## config.mk

```make
export PLATFORM = sky130hd
export DESIGN_NAME = kbd_decoder
export DESIGN_NICKNAME = d
export VERILOG_FILES = /design/src/rtl/kbd_decoder_pkg.sv /design/src/rtl/kbd_decoder_scancode_to_ascii.sv /design/src/rtl/kbd_decoder.sv
export SDC_FILE = /design/constraint.sdc
export NUM_CORES = 1
export LEC_CHECK = 0
export CAP_MARGIN = 20
export CORE_ASPECT_RATIO = 1.5
export CORE_MARGIN = 8
export CORE_UTILIZATION = 50
export DETAILED_ROUTE_END_ITERATION = 8
export PLACE_DENSITY_LB_ADDON = 0.1
export SYNTH_ARGS = -nofsm -noshare
export SYNTH_HDL_FRONTEND = slang
export SYNTH_HIERARCHICAL = 1
export SYNTH_SLANG_ARGS = --single-unit
export TNS_END_PERCENT = 100
```

## constraint.sdc

```tcl
create_clock -name clk -period 4.16 [get_ports clk]
set_clock_uncertainty 0.15 [all_clocks]
set_input_delay 1.248 -clock clk [delete_from_list [all_inputs] [get_ports clk]]
set_output_delay 1.248 -clock clk [all_outputs]
set_load 0.005 [all_outputs]
```

## src/rtl/kbd_decoder_pkg.sv

```systemverilog
// kbd_decoder_pkg: shared encodings for the PS/2 keyboard decoder
package kbd_decoder_pkg;

    // Key event reported on the state output
    typedef enum logic [1:0] {
        EV_IDLE    = 2'b00,
        EV_PRESS   = 2'b01,
        EV_HELD    = 2'b10,
        EV_RELEASE = 2'b11
    } kbd_event_e;

    // Prefix context of the byte decoder
    typedef enum logic [1:0] {
        S_IDLE,
        S_BRK,
        S_EXT,
        S_EXT_BRK
    } dec_state_e;

    localparam logic [7:0] CODE_EXT     = 8'hE0;
    localparam logic [7:0] CODE_BRK     = 8'hF0;
    localparam logic [7:0] CODE_SHIFT_L = 8'h12;
    localparam logic [7:0] CODE_SHIFT_R = 8'h59;

endpackage

```

## src/rtl/kbd_decoder_scancode_to_ascii.sv

```systemverilog
// scancode_to_ascii: set-2 make code to ASCII lookup, letters upper-cased by shift
module scancode_to_ascii
    import kbd_decoder_pkg::*;
(
    input  logic [7:0] code,
    input  logic       shift,
    output logic [7:0] ascii,
    output logic       mapped
);

    logic [7:0] lower;

    // Table yields the unshifted character; 00 marks an unmapped code
    always_comb begin
        lower = 8'h00;
        case (code)
            8'h1C: lower = 8'h61;
            8'h32: lower = 8'h62;
            8'h21: lower = 8'h63;
            8'h23: lower = 8'h64;
            8'h24: lower = 8'h65;
            8'h2B: lower = 8'h66;
            8'h34: lower = 8'h67;
            8'h33: lower = 8'h68;
            8'h43: lower = 8'h69;
            8'h3B: lower = 8'h6A;
            8'h42: lower = 8'h6B;
            8'h4B: lower = 8'h6C;
            8'h3A: lower = 8'h6D;
            8'h31: lower = 8'h6E;
            8'h44: lower = 8'h6F;
            8'h4D: lower = 8'h70;
            8'h15: lower = 8'h71;
            8'h2D: lower = 8'h72;
            8'h1B: lower = 8'h73;
            8'h2C: lower = 8'h74;
            8'h3C: lower = 8'h75;
            8'h2A: lower = 8'h76;
            8'h1D: lower = 8'h77;
            8'h22: lower = 8'h78;
            8'h35: lower = 8'h79;
            8'h1A: lower = 8'h7A;
            8'h45: lower = 8'h30;
            8'h16: lower = 8'h31;
            8'h1E: lower = 8'h32;
            8'h26: lower = 8'h33;
            8'h25: lower = 8'h34;
            8'h2E: lower = 8'h35;
            8'h36: lower = 8'h36;
            8'h3D: lower = 8'h37;
            8'h3E: lower = 8'h38;
            8'h46: lower = 8'h39;
            8'h29: lower = 8'h20;
            8'h5A: lower = 8'h0D;
            8'h66: lower = 8'h08;
            default: lower = 8'h00;
        endcase
    end

    // Only lower-case letters sit at 61 and above, so that range alone takes the shift
    assign ascii  = (shift && lower >= 8'h61) ? lower - 8'h20 : lower;
    assign mapped = lower != 8'h00;

endmodule

```

## src/rtl/kbd_decoder.sv

```systemverilog
// kbd_decoder: PS/2 keyboard frame receiver and key-event decoder
module kbd_decoder
    import kbd_decoder_pkg::*;
#(
    parameter int TIMEOUT_CYCLES = 50000
) (
    input  logic       clk,
    input  logic       clrn,
    input  logic       ps2_clk,
    input  logic       ps2_data,
    output logic [1:0] state,
    output logic [7:0] kbd_ascii,
    output logic [7:0] scan_code,
    output logic       frame_err
);

    localparam int TW = $clog2(TIMEOUT_CYCLES + 1);

    logic [2:0]    ps2c_q;
    logic [2:0]    ps2d_q;
    logic          fall;
    logic          bit_i;
    logic [3:0]    cnt_q;
    logic [8:0]    sh_q;
    logic [TW-1:0] to_q;
    logic          byte_vld_q;
    logic [7:0]    byte_q;
    logic          ferr_q;
    logic          frame_ok;
    dec_state_e    fsm_q, fsm_d;
    kbd_event_e    ev_q, ev_d;
    logic [7:0]    ascii_q, ascii_d;
    logic [7:0]    scan_q, scan_d;
    logic          shl_q, shl_d;
    logic          shr_q, shr_d;
    logic [7:0]    map_ascii;
    logic          map_ok;

    assign fall     = ps2c_q[2] & ~ps2c_q[1];
    assign bit_i    = ps2d_q[2];
    assign frame_ok = bit_i & (^sh_q);

    // Three-flop synchronisers; idle-high so reset never fakes a falling edge
    always_ff @(posedge clk or negedge clrn) begin
        if (!clrn) begin
            ps2c_q <= '1;
            ps2d_q <= '1;
        end else begin
            ps2c_q <= {ps2c_q[1:0], ps2_clk};
            ps2d_q <= {ps2d_q[1:0], ps2_data};
        end
    end

    // Frame receiver: a high line at bit 0 is not a start bit, so mid-frame junk is skipped
    always_ff @(posedge clk or negedge clrn) begin
        if (!clrn) begin
            cnt_q      <= '0;
            sh_q       <= '0;
            to_q       <= '0;
            byte_vld_q <= 1'b0;
            byte_q     <= '0;
            ferr_q     <= 1'b0;
        end else begin
            byte_vld_q <= 1'b0;
            ferr_q     <= 1'b0;
            if (fall) begin
                to_q <= '0;
                if (cnt_q == 4'd0) begin
                    cnt_q <= bit_i ? 4'd0 : 4'd1;
                end else if (cnt_q == 4'd10) begin
                    cnt_q      <= '0;
                    byte_q     <= sh_q[7:0];
                    byte_vld_q <= frame_ok;
                    ferr_q     <= ~frame_ok;
                end else begin
                    cnt_q <= cnt_q + 4'd1;
                    sh_q  <= {bit_i, sh_q[8:1]};
                end
            end else if (cnt_q != 4'd0) begin
                if (to_q == TW'(TIMEOUT_CYCLES - 1)) begin
                    cnt_q <= '0;
                    to_q  <= '0;
                end else begin
                    to_q <= to_q + TW'(1);
                end
            end else begin
                to_q <= '0;
            end
        end
    end

    scancode_to_ascii u_map (
        .code   (byte_q),
        .shift  (shl_q | shr_q),
        .ascii  (map_ascii),
        .mapped (map_ok)
    );

    // Decoder next state: pulses decay by default, an accepted byte may override
    always_comb begin
        fsm_d   = fsm_q;
        shl_d   = shl_q;
        shr_d   = shr_q;
        ascii_d = ascii_q;
        scan_d  = scan_q;
        ev_d    = (ev_q == EV_PRESS) ? EV_HELD : (ev_q == EV_RELEASE) ? EV_IDLE : ev_q;
        if (byte_vld_q) begin
            case (fsm_q)
                S_IDLE: begin
                    if (byte_q == CODE_BRK) begin
                        fsm_d = S_BRK;
                    end else if (byte_q == CODE_EXT) begin
                        fsm_d = S_EXT;
                    end else if (byte_q == CODE_SHIFT_L) begin
                        shl_d = 1'b1;
                    end else if (byte_q == CODE_SHIFT_R) begin
                        shr_d = 1'b1;
                    end else if (map_ok && !(ev_q == EV_HELD && byte_q == scan_q)) begin
                        ev_d    = EV_PRESS;
                        ascii_d = map_ascii;
                        scan_d  = byte_q;
                    end
                end
                S_BRK: begin
                    fsm_d = S_IDLE;
                    if (byte_q == CODE_SHIFT_L) begin
                        shl_d = 1'b0;
                    end else if (byte_q == CODE_SHIFT_R) begin
                        shr_d = 1'b0;
                    end else if (ev_q == EV_HELD && byte_q == scan_q) begin
                        ev_d = EV_RELEASE;
                    end
                end
                S_EXT:   fsm_d = (byte_q == CODE_BRK) ? S_EXT_BRK : S_IDLE;
                default: fsm_d = S_IDLE;
            endcase
        end
    end

    // Decoder state register
    always_ff @(posedge clk or negedge clrn) begin
        if (!clrn) begin
            fsm_q   <= S_IDLE;
            ev_q    <= EV_IDLE;
            ascii_q <= '0;
            scan_q  <= '0;
            shl_q   <= 1'b0;
            shr_q   <= 1'b0;
        end else begin
            fsm_q   <= fsm_d;
            ev_q    <= ev_d;
            ascii_q <= ascii_d;
            scan_q  <= scan_d;
            shl_q   <= shl_d;
            shr_q   <= shr_d;
        end
    end

    assign state     = ev_q;
    assign kbd_ascii = ascii_q;
    assign scan_code = scan_q;
    assign frame_err = ferr_q;

endmodule

```

== Yosys cells after proc, flatten, opt, wreduce, memory -nomap -nowiden ==
Memory sizes are Yosys's and may differ from the RTL's.
Index checks and enable logic that the tools add are counted.

* Register bits: 67
* Memory bits (read-only): 896
* Bits of input ports: 4
* Output and inout bits: 19
* Logic and storage cells: 115
* Memories: 1

* $add $sub $neg: 3
* Magnitude comparators: 1
* Equal/unequal tests: 21
* Multiplexer cells: 45
* Bitwise gates (word level): 11
* Reductions and logical operators: 19

{| class="wikitable"
|+ Memory list
! memory !! words !! width !! read ports !! clocked after Yosys merged registers in !! write ports !! RTL line !! RTL
|-
| (no name shown) || 128 || 7 || 1 || 0 || 0 || kbd_decoder_scancode_to_ascii.sv:16 || <nowiki>case (code)</nowiki>
|}

{| class="wikitable"
|+ Operator list
! cell !! number
|-
| two-way mux 16 bit || 3
|-
| two-way mux 2 bit || 14
|-
| two-way mux 4 bit || 5
|-
| two-way mux 1 bit || 17
|-
| adder 16 x 1 -> 16 bit (second input constant) || 1
|-
| equality test 16 bit (second input constant) || 1
|-
| equality test 8 bit (second input constant) || 2
|-
| two-way mux 8 bit || 2
|-
| != test 2 bit (second input constant) || 8
|-
| parity 9 bit || 1
|-
| equality test 8 x 5 -> 1 bit (second input constant) || 1
|-
| equality test 8 x 7 -> 1 bit (second input constant) || 1
|-
| equality test 8 bit || 1
|-
| greater-or-equal comparator 8 x 7 -> 1 bit (second input constant) || 1
|-
| inverter 1 bit || 8
|-
| case mux 2 bit (2 select lines) || 2
|-
| AND reduction 8 bit || 1
|-
| nonzero test 8 bit || 1
|-
| subtractor 8 x 6 -> 8 bit (second input constant) || 1
|-
| AND reduction 7 bit || 1
|-
| equality test 2 bit (second input constant) || 3
|-
| AND reduction 3 bit || 2
|-
| AND reduction 6 bit || 1
|-
| nonzero test 2 bit || 3
|-
| other kinds (13) || 19
|}

== Logic depth before layout (Yosys ltp) ==
* Word-level depth: 11
* Depth in mapped cells: 14
* Mapped depth without buffers: 12

== Cells and area by module ==
The synthesis kept the hierarchy.

{| class="wikitable"
|+ By module, submodules not included
! module !! instances !! cells each !! area each (um2) !! sequential area each (um2)
|-
| kbd_decoder || 1 || 264 || 3,059.2 || 1,684.1
|-
| scancode_to_ascii || 1 || 139 || 997.2 || 0.0
|}

== Worst setup path after synthesis ==
Ideal clock, no wire load.

* Kind: register -> register
* Start: register byte_q[1]
* End: register ascii_q[0] (netlist: kbd_ascii[0])
* Setup time: 0.125 ns
* Arrival time: 3.079 ns
* Setup slack: 0.805 ns
* Cell stages (with the launch flop): 14
* Path buffers: 2
* Period minus slack after synthesis: 3.355 ns
* Path through: dfrtp_1 > buf_2 > inv_1 > ha_1 > nand2_1 > nand2_1 > a31oi_1 > o32a_1 > and4b_1 > a31oi_1 > nand3b_1 > nor4_4 > buf_6 > mux2_4

* Word-level cells in the longest chain between the ends: 5
* Elaborated cells between the ends (all ways): 20
* Those cells by class: add/sub: 1; order compare: 1; eq/ne: 5; mux: 2; bitwise: 4; reduce/logical: 6; memory: 1

{| class="wikitable"
|+ Ends and longest elaborated chain
! element !! RTL line !! RTL
|-
| start: declaration || kbd_decoder.sv:27 || <nowiki>logic [7:0] byte_q;</nowiki>
|-
| start signal: assignment || kbd_decoder.sv:72 || <nowiki>byte_q <= sh_q[7:0];</nowiki>
|-
| memory read (128 x 7 bit) || -- ||
|-
| two-way mux 8 bit || kbd_decoder_scancode_to_ascii.sv:16 ||
|-
| nonzero test 8 bit || kbd_decoder_scancode_to_ascii.sv:62 || <nowiki>assign mapped = lower != 8'h00;</nowiki>
|-
| via map_ok || kbd_decoder.sv:37 || <nowiki>logic map_ok;</nowiki>
|-
| logical AND 1 bit || kbd_decoder.sv:118 || <nowiki>end else if (map_ok && !(ev_q == EV_HELD && byte_q == scan_q)) begin</nowiki>
|-
| AND reduction 7 bit (no line) || -- ||
|-
| end signal: assignment || kbd_decoder.sv:152 || <nowiki>ascii_q <= ascii_d;</nowiki>
|-
| end: declaration || kbd_decoder.sv:32 || <nowiki>logic [7:0] ascii_q, ascii_d;</nowiki>
|}

The timed path passes the listed nets, and every way through them passes these cells.
A chain may end at the register's enable or synchronous reset.

== Worst setup path after layout ==
* Start: register byte_q[1]
* End: register scan_q[5] (netlist: scan_code[5])

* Word-level cells in the longest chain between the ends: 5
* Elaborated cells between the ends (all ways): 16
* Those cells by class: eq/ne: 5; mux: 1; bitwise: 4; reduce/logical: 5; memory: 1

{| class="wikitable"
|+ Ends and longest elaborated chain
! element !! RTL line !! RTL
|-
| memory read (128 x 7 bit) || -- ||
|-
| two-way mux 8 bit || kbd_decoder_scancode_to_ascii.sv:16 ||
|-
| nonzero test 8 bit || kbd_decoder_scancode_to_ascii.sv:62 ||
|-
| via map_ok || kbd_decoder.sv:37 ||
|-
| logical AND 1 bit || kbd_decoder.sv:118 ||
|-
| AND reduction 7 bit (no line) || -- ||
|-
| end signal: assignment || kbd_decoder.sv:153 || <nowiki>scan_q <= scan_d;</nowiki>
|-
| end: declaration || kbd_decoder.sv:33 || <nowiki>logic [7:0] scan_q, scan_d;</nowiki>
|}

The timed path passes the listed nets, and every way through them passes these cells.

==> flow_metrics.py <==
metrics = {
    "grt": {
        "met2_usage_pct": 28.96,
        "grt_pass1_wl_mm": 15.09,
        "busiest_layer": "met2",
        "grt_pass1_vias": 3112,
        "antenna_found_initial": 0,
        "globalRouteMet1Util_pct": 18.90,
        "grt_max_degree": 35,
        "grt_use_total_pct": 17.15,
        "grt-ovfl-total": 0,
        "use_met3_pct": 4.266,
    },
    "synthesis": {
        "synth_area_leaders": "dfrtp_1, mux2_2, ha_1",
        "ys_warn_count": 6,
        "async_flop_share_pct": 100.0,
        "synth_area_leader_cell": "dfrtp_1",
        "synth_seq_cells": 67,
        "yosysTopAreaCellShare_pct": 37.63,
        "ys_types": 75,
        "avgSynthCellArea_um2": 10.07,
        "synth-seq-area-share_pct": 41.52,
        "synth_top_family_by_area": "simple AND/OR/NAND/NOR gates",
        "synth-compound-area-share_pct": 11.69,
        "synthCells": 403,
        "syn_nets": 422,
        "ys.flop_type": "dfrtp_1",
        "muxShareOfSynthArea_pct": 9.747,
        "synthSimpleGateAreaFrac_pct": 21.47,
        "synth_edf_count": 0,
        "synthAdderAreaFrac_pct": 4.627,
        "synth-xor-area-share_pct": 6.477,
        "netlist_area_mm2": 0.004056,
    },
    "setup_path": {
        "slowest_stage": "dfrtp_1",
        "worst_setup_path_end_kind": "register",
        "cpLargestDelayFamily": "simple AND/OR/NAND/NOR gates",
        "worst-path-stages": 12,
        "arrival_ps": 3730,
        "max_stage_delay_ps": 570,
        "cp.required_ps": 4230,
        "ff2ff_path_depth": 12,
        "worst-r2r-setup-slack_ps": 500,
        "startpoint_type": "register",
        "cp.buffers_inverters": 2,
        "path_class": "register to register",
        "path_cells": "inv_1 -> ha_1 -> mux2i_1 -> nor4_1 -> a311oi_2 -> o211a_1 -> and4b_1 -> a31oi_1 -> nand3b_1 -> nor4_4 -> buf_4 -> mux2_2",
        "crit_fanout": 12,
    },
    "place": {
        "gp_congestion": 0.8795,
        "placed_area_mm2": 0.004410,
        "hpwl_mm": 6.440,
        "portBuffers": 22,
    },
    "detailed_routing": {
        "ant_nets": 0,
        "drc": 0,
        "first_iter_violations": 165,
        "routedWlPerCell_um": 16.51,
        "vias": 3063,
        "drtPass1Iterations": 4,
        "finalWirelength_mm": 8.951,
        "avgViaCountPerCell": 5.651,
    },
    "timing": {
        "slew_headroom_pct": 46.78,
        "timing.final.crit_share_pct": 87.97,
        "period_minus_slack_ps": 3659,
        "fin_tns_setup_ps": 0,
        "hold_viol_final": 0,
        "grt_setup_unrepaired": "false",
        "worst_pin_slew_ps": 798.3,
        "final_max_slew_viol_count": 0,
        "max_freq_mhz": 273.3,
        "setup_viol": 0,
    },
    "floorplanning": {
        "die_w_um": 89.54,
        "start_util_pct": 50.97,
        "rows": 40,
        "core_area_mm2": 0.007958,
        "die_y_um": 126.3,
        "ioPinCount": 23,
        "fp.dieArea_mm2": 0.01131,
    },
    "finish": {
        "nFillCells": 682,
        "drive_above_1_share_pct": 19.22,
        "nets": 451,
        "diodes": 0,
        "area_growth_pct": 15.61,
        "multi_input_area_mm2": 0.002191,
        "seq_area_mm2": 0.001684,
        "fin_area_mm2": 0.004690,
    },
    "run_status": {
        "outcome": "complete, no violations",
    },
    "clock_network": {
        "htree_levels": 3,
        "cts_inserted_buffers": 9,
        "cts_hold_buf": 0,
        "cts_root_buffer": "clkbuf_16",
        "cts_setup_buffers": 0,
        "post_cts_resized": 0,
        "clkSlewWorstSetupHoldPaths_ps": 60,
        "cts_tree": "yes",
        "clock-sinks": 67,
        "clk_path_buf_depth": 2,
        "clk_latency_ps": 330,
    },
    "worst_hold_path": {
        "min_path_cells": 0,
        "hp-class": "register to register",
    },
    "run": {
        "cap_viol_max_count": 0,
    },
    "power": {
        "peakVddDrop_uv": 420.3,
        "cellPowerDensity_mw_per_mm2": 380.7,
        "p_leak_nw": 1.988,
    },
}
[cells by family (layout without fill, tap and decap cells)]
kind of cell,count (synthesis),in the layout
xor+xnor,30,30
flops,67,67
buf+inv,36,70
simple gates,162,162
compound gates,60,60
mux,33,33
fa+ha+maj,15,15
[final timing paths]
check,to,start
worst max-delay path,scan_code[5],byte_q[1]
worst min-delay path,ps2c_q[1],ps2c_q[0]
worst max register to register,scan_code[5],byte_q[1]
worst min register to register,ps2c_q[1],ps2c_q[0]
max in group asynchronous,to_q[1],clrn
min in group asynchronous,byte_q[0],clrn
[synthesized netlist by cell type, types with 6 or more instances]
master	instances
a21oi_1	8
a31oi_1	6
buf_2	6
clkbuf_1	6
dfrtp_1	61
dfstp_2	6
ha_1	15
inv_1	15
mux2_2	19
mux2_4	8
nand2_1	48
nand2b_1	12
nand3_1	12
nand4_1	9
nor2_1	34
nor2b_1	7
nor3b_1	6
xnor2_1	20
xor2_1	10
[power breakdown]
group,internal [mW],switching [mW],total (mW)
clock network,0.419,0.284,0.703
registers,0.716,0.0701,0.786
logic,0.133,0.163,0.296
total,1.27,0.518,1.79
[flip-flops by register name (all words and copies together), names as in the netlist]
| name | flops |
|---|---|
| shr_q | 1 |
| to_q | 16 |
| scan_code | 8 |
| cnt_q | 4 |
| state | 2 |
| byte_vld_q | 1 |
| fsm_q | 2 |
| sh_q | 9 |
| ps2c_q | 3 |
| shl_q | 1 |
| byte_q | 8 |
| kbd_ascii | 8 |
| ps2d_q | 3 |
| frame_err | 1 |
[metal layers]
layer | part of all wire, % | vias up | routed length, µm
li1 | - | 1487 | -
met1 | 42 | 1496 | 3722
met2 | 52 | 59 | 4665
met3 | 3.3 | 21 | 291
met4 | 3.0 | 0 | 272
met5 | 0 | - | 0
[metrics by stage]
step / instances / hold slack, ps / worst slack (ps) / util (%) / total power [mW]
2_1_floorplan: 403 / 195.2 / 805.5 / - / 1.016
3_3_place_gp: 525 / 196.2 / 586.3 / 55.33 / 1.086
3_5_place_dp: 526 / 200.0 / 520.8 / 55.42 / 1.099
4_1_cts: 542 / 208.2 / 512.5 / 58.93 / 1.816
5_1_grt: 542 / 209.4 / 236.0 / 58.93 / 1.877
6_report: 542 / 206.1 / 500.6 / 58.93 / 1.785
[layout by cell type, fill, tap and decap left out, types with 7 or more instances in the layout]
cell type and count:
ha_1 15, clkbuf_16 9, nand2_1 48, mux2_2 19, xor2_1 10, nand2b_1 12, clkdlybuf4s50_1 21, nor2b_1 7
inv_1 15, nor2_1 34, buf_4 14, xnor2_1 20, dfrtp_1 61, nand3_1 12, mux2_4 8, nand4_1 9
a21oi_1 8
[area by class of cell]
| class | count | share of cell area, % |
|---|---|---|
| clock buffers | 10 | 5.096 |
| clock inverters | 6 | 0.8538 |
| inverters | 17 | 1.361 |
| multi-input cells | 300 | 46.72 |
| flip-flops and latches | 67 | 35.91 |
| well taps | 105 | 2.801 |
| repair buffers | 37 | 7.257 |
[worst reg2reg max path, stage by stage, from the launching register on]
cell	delay (ps)
dfrtp_1	570
inv_1	170
ha_1	360
mux2i_1	90
nor4_1	450
a311oi_2	100
o211a_1	150
and4b_1	240
a31oi_1	170
nand3b_1	140
nor4_4	400
buf_4	250
mux2_2	330
No activity file was read; power rests on OpenSTA's default activity.
